<file path="src/rtl/spi_pkg.sv">
// Shared definitions for the SPI register-bus controller: frame geometry,
// peripheral register map and controller state encoding.
package spi_pkg;

  localparam int FRAME_W     = 16;
  localparam int ADDR_W      = 7;
  localparam int DATA_W      = 8;
  localparam int MAX_ADDRESS = 4;

  localparam logic [ADDR_W-1:0] REG_OUT   = 7'h00;
  localparam logic [ADDR_W-1:0] REG_BIDIR = 7'h01;
  localparam logic [ADDR_W-1:0] REG_PWM0  = 7'h02;
  localparam logic [ADDR_W-1:0] REG_PWM1  = 7'h03;
  localparam logic [ADDR_W-1:0] REG_PWM2  = 7'h04;

  typedef enum logic [2:0] {
    ST_IDLE,
    ST_SETUP,
    ST_HIGH,
    ST_LOW,
    ST_HOLD,
    ST_GAP
  } spi_state_e;

  typedef logic [FRAME_W-1:0] frame_t;

  function automatic frame_t build_frame(input logic wr,
                                         input logic [ADDR_W-1:0] addr,
                                         input logic [DATA_W-1:0] wdata);
    return {wr, addr, wdata};
  endfunction

endpackage

</file>
<file path="src/rtl/spi_controller_if.sv">
// Host request/response signals plus the four-wire SPI bus of one controller.
interface spi_controller_if;
  import spi_pkg::*;

  logic              start;
  logic              wr;
  logic [ADDR_W-1:0] addr;
  logic [DATA_W-1:0] wdata;
  logic              busy;
  logic              done;
  logic [DATA_W-1:0] rdata;
  logic              nCS;
  logic              SCLK;
  logic              COPI;
  logic              CIPO;

  // master: the SPI controller; slave: the host and peripheral around it
  modport master (
    input  start, wr, addr, wdata, CIPO,
    output busy, done, rdata, nCS, SCLK, COPI
  );

  modport slave (
    output start, wr, addr, wdata, CIPO,
    input  busy, done, rdata, nCS, SCLK, COPI
  );

endinterface

</file>
<file path="src/rtl/spi_phase_timer.sv">
// Phase timer: counts 0..CLK_DIV-1 while run_i is high and flags the last
// cycle of each phase with tc_o; held at 0 while idle.
module spi_phase_timer #(
  parameter int CLK_DIV = 4
) (
  input  logic       clk,
  input  logic       rst,
  input  logic       run_i,
  output logic [7:0] phase_o,
  output logic       tc_o
);

  localparam logic [7:0] LAST = 8'(CLK_DIV - 1);

  logic [7:0] cnt_q;
  logic [7:0] cnt_d;

  always_comb begin
    cnt_d = cnt_q;
    if (!run_i || (cnt_q == LAST)) begin
      cnt_d = '0;
    end else begin
      cnt_d = cnt_q + 8'd1;
    end
  end

  always_ff @(posedge clk) begin
    if (rst) begin
      cnt_q <= '0;
    end else begin
      cnt_q <= cnt_d;
    end
  end

  assign phase_o = cnt_q;
  assign tc_o    = run_i && (cnt_q == LAST);

endmodule

</file>
<file path="src/rtl/spi_controller.sv">
// Mode-0 SPI controller sending one 16-bit {wr, addr, wdata} frame per start,
// MSB first, capturing the peripheral's last 8 bits into rdata.
module spi_controller #(
  parameter int CLK_DIV = 4
) (
  input  logic             clk,
  input  logic             rst,
  spi_controller_if.master bus
);
  import spi_pkg::*;

  localparam logic [7:0] DONE_PHASE = 8'(CLK_DIV - 2);

  spi_state_e        state_q;
  logic              ncs_q;
  logic              sclk_q;
  logic              copi_q;
  logic              busy_q;
  logic              done_q;
  logic [DATA_W-1:0] rdata_q;
  frame_t            tx_q;
  frame_t            rx_q;
  frame_t            rx_d;
  frame_t            frame_d;
  logic [3:0]        bit_cnt_q;

  logic [7:0] phase;
  logic       tc;
  logic       run;
  logic       accept;
  logic       done_d;

  spi_phase_timer #(
    .CLK_DIV (CLK_DIV)
  ) u_phase_timer (
    .clk     (clk),
    .rst     (rst),
    .run_i   (run),
    .phase_o (phase),
    .tc_o    (tc)
  );

  assign run     = (state_q != ST_IDLE);
  assign frame_d = build_frame(bus.wr, bus.addr, bus.wdata);
  assign rx_d    = {rx_q[FRAME_W-2:0], bus.CIPO};

  // done is raised one cycle early so it coincides with the final GAP cycle,
  // which lets a start in the done cycle chain frames with a CLK_DIV gap.
  assign done_d = (state_q == ST_GAP) && (phase == DONE_PHASE);
  assign accept = bus.start && !busy_q &&
                  ((state_q == ST_IDLE) || ((state_q == ST_GAP) && tc));

  always_ff @(posedge clk) begin
    if (rst) begin
      state_q   <= ST_IDLE;
      ncs_q     <= 1'b1;
      sclk_q    <= 1'b0;
      copi_q    <= 1'b0;
      busy_q    <= 1'b0;
      done_q    <= 1'b0;
      rdata_q   <= '0;
      tx_q      <= '0;
      rx_q      <= '0;
      bit_cnt_q <= '0;
    end else begin
      done_q <= done_d;
      if (done_d) begin
        busy_q  <= 1'b0;
        rdata_q <= rx_q[DATA_W-1:0];
      end

      if (accept) begin
        state_q   <= ST_SETUP;
        ncs_q     <= 1'b0;
        copi_q    <= frame_d[FRAME_W-1];
        tx_q      <= {frame_d[FRAME_W-2:0], 1'b0};
        rx_q      <= '0;
        busy_q    <= 1'b1;
        bit_cnt_q <= '0;
      end else if (tc) begin
        unique case (state_q)
          ST_SETUP, ST_LOW: begin
            sclk_q  <= 1'b1;
            state_q <= ST_HIGH;
          end
          ST_HIGH: begin
            sclk_q <= 1'b0;
            rx_q   <= rx_d;
            if (bit_cnt_q == 4'd15) begin
              state_q <= ST_HOLD;
            end else begin
              bit_cnt_q <= bit_cnt_q + 4'd1;
              copi_q    <= tx_q[FRAME_W-1];
              tx_q      <= {tx_q[FRAME_W-2:0], 1'b0};
              state_q   <= ST_LOW;
            end
          end
          ST_HOLD: begin
            ncs_q   <= 1'b1;
            copi_q  <= 1'b0;
            state_q <= ST_GAP;
          end
          ST_GAP: begin
            bit_cnt_q <= '0;
            state_q   <= ST_IDLE;
          end
          default: state_q <= ST_IDLE;
        endcase
      end
    end
  end

  assign bus.nCS   = ncs_q;
  assign bus.SCLK  = sclk_q;
  assign bus.COPI  = copi_q;
  assign bus.busy  = busy_q;
  assign bus.done  = done_q;
  assign bus.rdata = rdata_q;

endmodule

</file>
<file path="src/flat_wrapper.sv">
// flat-port wrapper written by rule: the top's interface ports become plain ports
module spi_controller_flat import spi_pkg::*;
#(
  parameter int CLK_DIV = 4
)
  (clk, rst, bus_start, bus_wr, bus_addr, bus_wdata, bus_CIPO, bus_busy, bus_done, bus_rdata, bus_nCS, bus_SCLK, bus_COPI);
  spi_controller_if bus_i ();
  input  logic clk;
  input  logic rst;
  input wire logic [$bits(bus_i.start)-1:0] bus_start;
  input wire logic [$bits(bus_i.wr)-1:0] bus_wr;
  input wire logic [$bits(bus_i.addr)-1:0] bus_addr;
  input wire logic [$bits(bus_i.wdata)-1:0] bus_wdata;
  input wire logic [$bits(bus_i.CIPO)-1:0] bus_CIPO;
  output wire logic [$bits(bus_i.busy)-1:0] bus_busy;
  output wire logic [$bits(bus_i.done)-1:0] bus_done;
  output wire logic [$bits(bus_i.rdata)-1:0] bus_rdata;
  output wire logic [$bits(bus_i.nCS)-1:0] bus_nCS;
  output wire logic [$bits(bus_i.SCLK)-1:0] bus_SCLK;
  output wire logic [$bits(bus_i.COPI)-1:0] bus_COPI;
  assign bus_i.start = bus_start;
  assign bus_i.wr = bus_wr;
  assign bus_i.addr = bus_addr;
  assign bus_i.wdata = bus_wdata;
  assign bus_i.CIPO = bus_CIPO;
  assign bus_busy = bus_i.busy;
  assign bus_done = bus_i.done;
  assign bus_rdata = bus_i.rdata;
  assign bus_nCS = bus_i.nCS;
  assign bus_SCLK = bus_i.SCLK;
  assign bus_COPI = bus_i.COPI;
  spi_controller #(.CLK_DIV(CLK_DIV)) u_core (.clk(clk), .rst(rst), .bus(bus_i));
endmodule
</file>
<file path="config.mk">
export PLATFORM = sky130hd
export DESIGN_NAME = spi_controller_flat
export DESIGN_NICKNAME = d
export VERILOG_FILES = /design/src/rtl/spi_pkg.sv /design/src/rtl/spi_controller_if.sv /design/src/rtl/spi_phase_timer.sv /design/src/rtl/spi_controller.sv /design/src/flat_wrapper.sv
export SDC_FILE = /design/constraint.sdc
export NUM_CORES = 1
export LEC_CHECK = 0
export BUFFER_PORTS_ARGS = -buffer_cell sky130_fd_sc_hd__buf_4
export CAP_MARGIN = 10
export CORE_AREA = 2 2 66 68
export DETAILED_ROUTE_END_ITERATION = 10
export DIE_AREA = 0 0 68 70
export GPL_ROUTABILITY_DRIVEN = 0
export PLACE_DENSITY = 0.76
export SETUP_SLACK_MARGIN = 0.2
export SKIP_LAST_GASP = 1
export SYNTH_ARGS = -nofsm -noshare
export SYNTH_HDL_FRONTEND = slang
export SYNTH_SLANG_ARGS = --single-unit
export TNS_END_PERCENT = 30
</file>
<file path="constraint.sdc">
create_clock -name clk -period 2.7 [get_ports clk]
set_input_delay 0 -clock clk [delete_from_list [all_inputs] [get_ports clk]]
set_output_delay 0 -clock clk [all_outputs]
set_load 0.02 [all_outputs]
</file>
==> results.py <==
metrics = {
    "sta": {
        "fmax_mhz": 459,
        "min_period_ps": 2180,
        "finalHoldViolCount": 0,
        "relSlewSlack": 0.711,
        "setup_violations": 0,
        "fin_crit_sh": 0.807,
        "fin_skew_ps": 4.51,
        "finalMaxSlewViolations": 0,
        "rsz0062_at_grt": "no",
        "worst_pin_slew_ps": 432,
        "final.setup.tns_ps": 0,
    },
    "clock_network": {
        "insertion_delay_ps": 310,
        "clock-root-buffer": "clkbuf_8",
        "cts_tree": "done",
        "htreeDepth": 2,
        "cts-buffers-inserted": 5,
        "clock-sinks": 51,
        "postCtsSetupBuffers": 0,
        "holdBufCountCts": 17,
        "ctsResizeCount": 0,
        "clk_pin_slew_ps": 90,
        "cts_max_path_buffers": 2,
    },
    "placed_design": {
        "io_buffers": 32,
        "hpwl_um": 2720,
    },
    "final_layout": {
        "fin_nets": 291,
        "final_core_utilization": 0.651,
        "area.growth.synth_to_final_pct": 25.0,
        "antenna_cells": 0,
        "seq_area_um2": 1020,
        "fillers": 342,
        "drive_gt1_frac": 0.190,
        "multi_input_area_um2": 1060,
    },
    "die": {
        "rows": 24,
        "die_h_um": 70,
        "die_x_um": 68,
        "coreArea_um2": 4140,
        "ios": 33,
        "initial_utilization": 0.521,
        "die-area_um2": 4760,
    },
    "hold_path": {
        "min_path_cells": 2,
        "worstHoldEndpoint": "u_core.bus.rdata[5]",
        "hp-class": "primary input to flop",
        "hp-start": "rst",
    },
    "critical_path": {
        "path_class": "flop to flop",
        "rrSetupSlack_ps": 520,
        "timing.rr.start": "u_core.u_phase_timer.phase_o[0]",
        "crit_path_end_kind": "flop",
        "r2r_cells": 6,
        "crit_required_ps": 2950,
        "startpoint_type": "flop",
        "r2r-end": "u_core.tx_q[15]",
        "arrival_ps": 2430,
        "worstPathMaxFanout": 13,
    },
    "synth": {
        "synth_cell_types": 44,
        "synth-seq-cells": 51,
        "synth_fp_nets": 245,
        "synth.yosys.seq_area_share": 0.473,
        "syn_avg_cell_area_um2": 9.72,
        "synth_warnings": 0,
        "synth_edf_count": 0,
        "syn_area_um2": 2160,
        "yosys_most_used_dff": "dfxtp_1",
        "syn_inst": 222,
        "async_flop_share": 0,
    },
    "drt": {
        "drcViolationCount": 0,
        "wire_per_inst_um": 12.7,
        "first_iter_violations": 83,
        "avgViaCountPerCell": 5.30,
        "first_pass_iters": 4,
        "detail_route.wirelength_um": 4080,
        "final_antenna_net_count": 0,
        "num_vias": 1700,
    },
    "power_and_ir_drop": {
        "p_leak_nw": 1.20,
        "irDropWorstVdd_mv": 0.416,
        "powerDensity_nw_per_um2": 547,
    },
    "outcome": {
        "status": "finished clean",
    },
    "grt": {
        "grt_max_degree": 23,
        "grt_pass1_wl_um": 7080,
        "track_usage": 0.190,
        "overflow": 0,
        "grt_antenna_before_repair": 0,
        "grt_pass1_vias": 1573,
    },
    "job": {
        "drv_cap": 0,
    },
}
==> worst max path at each step <==
| stage | from | end | slack (ps) |
|---|---|---|---|
| floorplan | u_core.u_phase_timer.phase_o[0] | u_core.tx_q[10] | 800 |
| global placement | u_core.u_phase_timer.phase_o[0] | u_core.tx_q[10] | 630 |
| detailed placement | u_core.u_phase_timer.phase_o[0] | u_core.tx_q[15] | 560 |
| CTS | u_core.u_phase_timer.phase_o[0] | u_core.tx_q[15] | 530 |
| global route | u_core.u_phase_timer.phase_o[0] | u_core.tx_q[15] | 310 |
| finish | u_core.u_phase_timer.phase_o[0] | u_core.tx_q[15] | 520 |
==> synth_stat cells (2+ instances only) <==
library cell	number	share of area
and2_1	13	0.038
or2_2	2	0.0058
nor2_1	36	0.063
a221o_1	13	0.060
nand4_1	2	0.0058
ha_1	3	0.017
nor3_1	2	0.0046
dfxtp_1	51	0.47
nor3b_2	2	0.012
buf_2	5	0.012
nand3b_1	3	0.010
o21a_1	2	0.0070
a22oi_1	3	0.010
or3_1	2	0.0058
a21oi_1	10	0.023
nand2b_1	2	0.0058
nand3_1	8	0.019
xnor2_1	3	0.012
and3_1	2	0.0058
xor2_1	6	0.024
mux2i_1	16	0.074
clkbuf_1	3	0.0052
inv_1	3	0.0052
nand2_1	10	0.017
==> sequential cells by signal, summed over array words and instances (netlist names) <==
name and cells:
u_core.bus.nCS 1, u_core.bus.COPI 1, u_core.bus.SCLK 1, u_core.bus.rdata 8, u_core.bit_cnt_q 4, u_core.bus.busy 1, u_core.rx_q 8, u_core.u_phase_timer.phase_o 8
u_core.tx_q 15, u_core.state_q 3, u_core.bus.done 1
==> power breakdown <==
| group | total [mW] | internal, mW | leakage [nW] | switching (mW) |
|---|---|---|---|---|
| clock network | 0.541 | 0.281 | 0.0587 | 0.260 |
| registers | 0.797 | 0.778 | 0.414 | 0.0192 |
| logic | 0.136 | 0.0735 | 0.731 | 0.0625 |
| total | 1.47 | 1.13 | 1.20 | 0.342 |
==> layout make-up <==
cell class	instances	area share
well taps	52	0.0241
repair buffers	50	0.155
flip-flops and latches	51	0.379
clock buffers	5	0.0255
multi-input cells	157	0.395
clock inverters	3	0.0176
inverters	3	0.00418
==> per-stage QoR <==
| stage | hold WS (ps) | cells | instance area [um^2] | setup WS, ps | power, mW |
|---|---|---|---|---|---|
| finish | 37.3 | 321 | 2700 | 521 | 1.47 |
| global placement | 224 | 296 | 2410 | 631 | 0.929 |
| detailed placement | 228 | 296 | 2410 | 556 | 0.929 |
| CTS | 32.9 | 321 | 2700 | 532 | 1.49 |
| global route | 45.0 | 321 | 2700 | 313 | 1.53 |
| floorplan | 138 | 222 | 2160 | 803 | 0.888 |
==> metal layers <==
layer,track usage,share of wire,routed length (um)
met2,0.270,0.45,1830
met1,0.277,0.50,2060
met5,0,0,0
met4,0.0733,0.015,60
met3,0.0451,0.033,136
==> worst max-delay path, cell delays in order, from the launching register on <==
cell	delay, ps
dfxtp_1	420
ha_1	240
nor3b_2	310
nand4_1	360
nor2_2	460
o311a_1	240
a221o_1	100
==> cells in the final DEF (no fill, tap or decap), types with 8 or more instances in the layout <==
master | synthesis | final
nor2_1 | 36 | 36
buf_4 | 1 | 33
dfxtp_1 | 51 | 51
nand2_1 | 10 | 10
a221o_1 | 13 | 13
a21oi_1 | 10 | 10
dlygate4sd3_1 | 0 | 17
nand3_1 | 8 | 8
and2_1 | 13 | 13
mux2i_1 | 16 | 16
==> kinds of logic (layout without fill, tap and decap cells) <==
| group | count (synthesis) | count (layout) | synth area share |
|---|---|---|---|
| compound gates | 36 | 36 | 0.131 |
| flops | 51 | 51 | 0.473 |
| xor+xnor | 9 | 9 | 0.0365 |
| mux | 16 | 16 | 0.0742 |
| fa+ha+maj | 3 | 3 | 0.0174 |
| buf+inv | 14 | 61 | 0.0331 |
| simple gates | 93 | 93 | 0.234 |
Power figures use the tool's default switching activity.
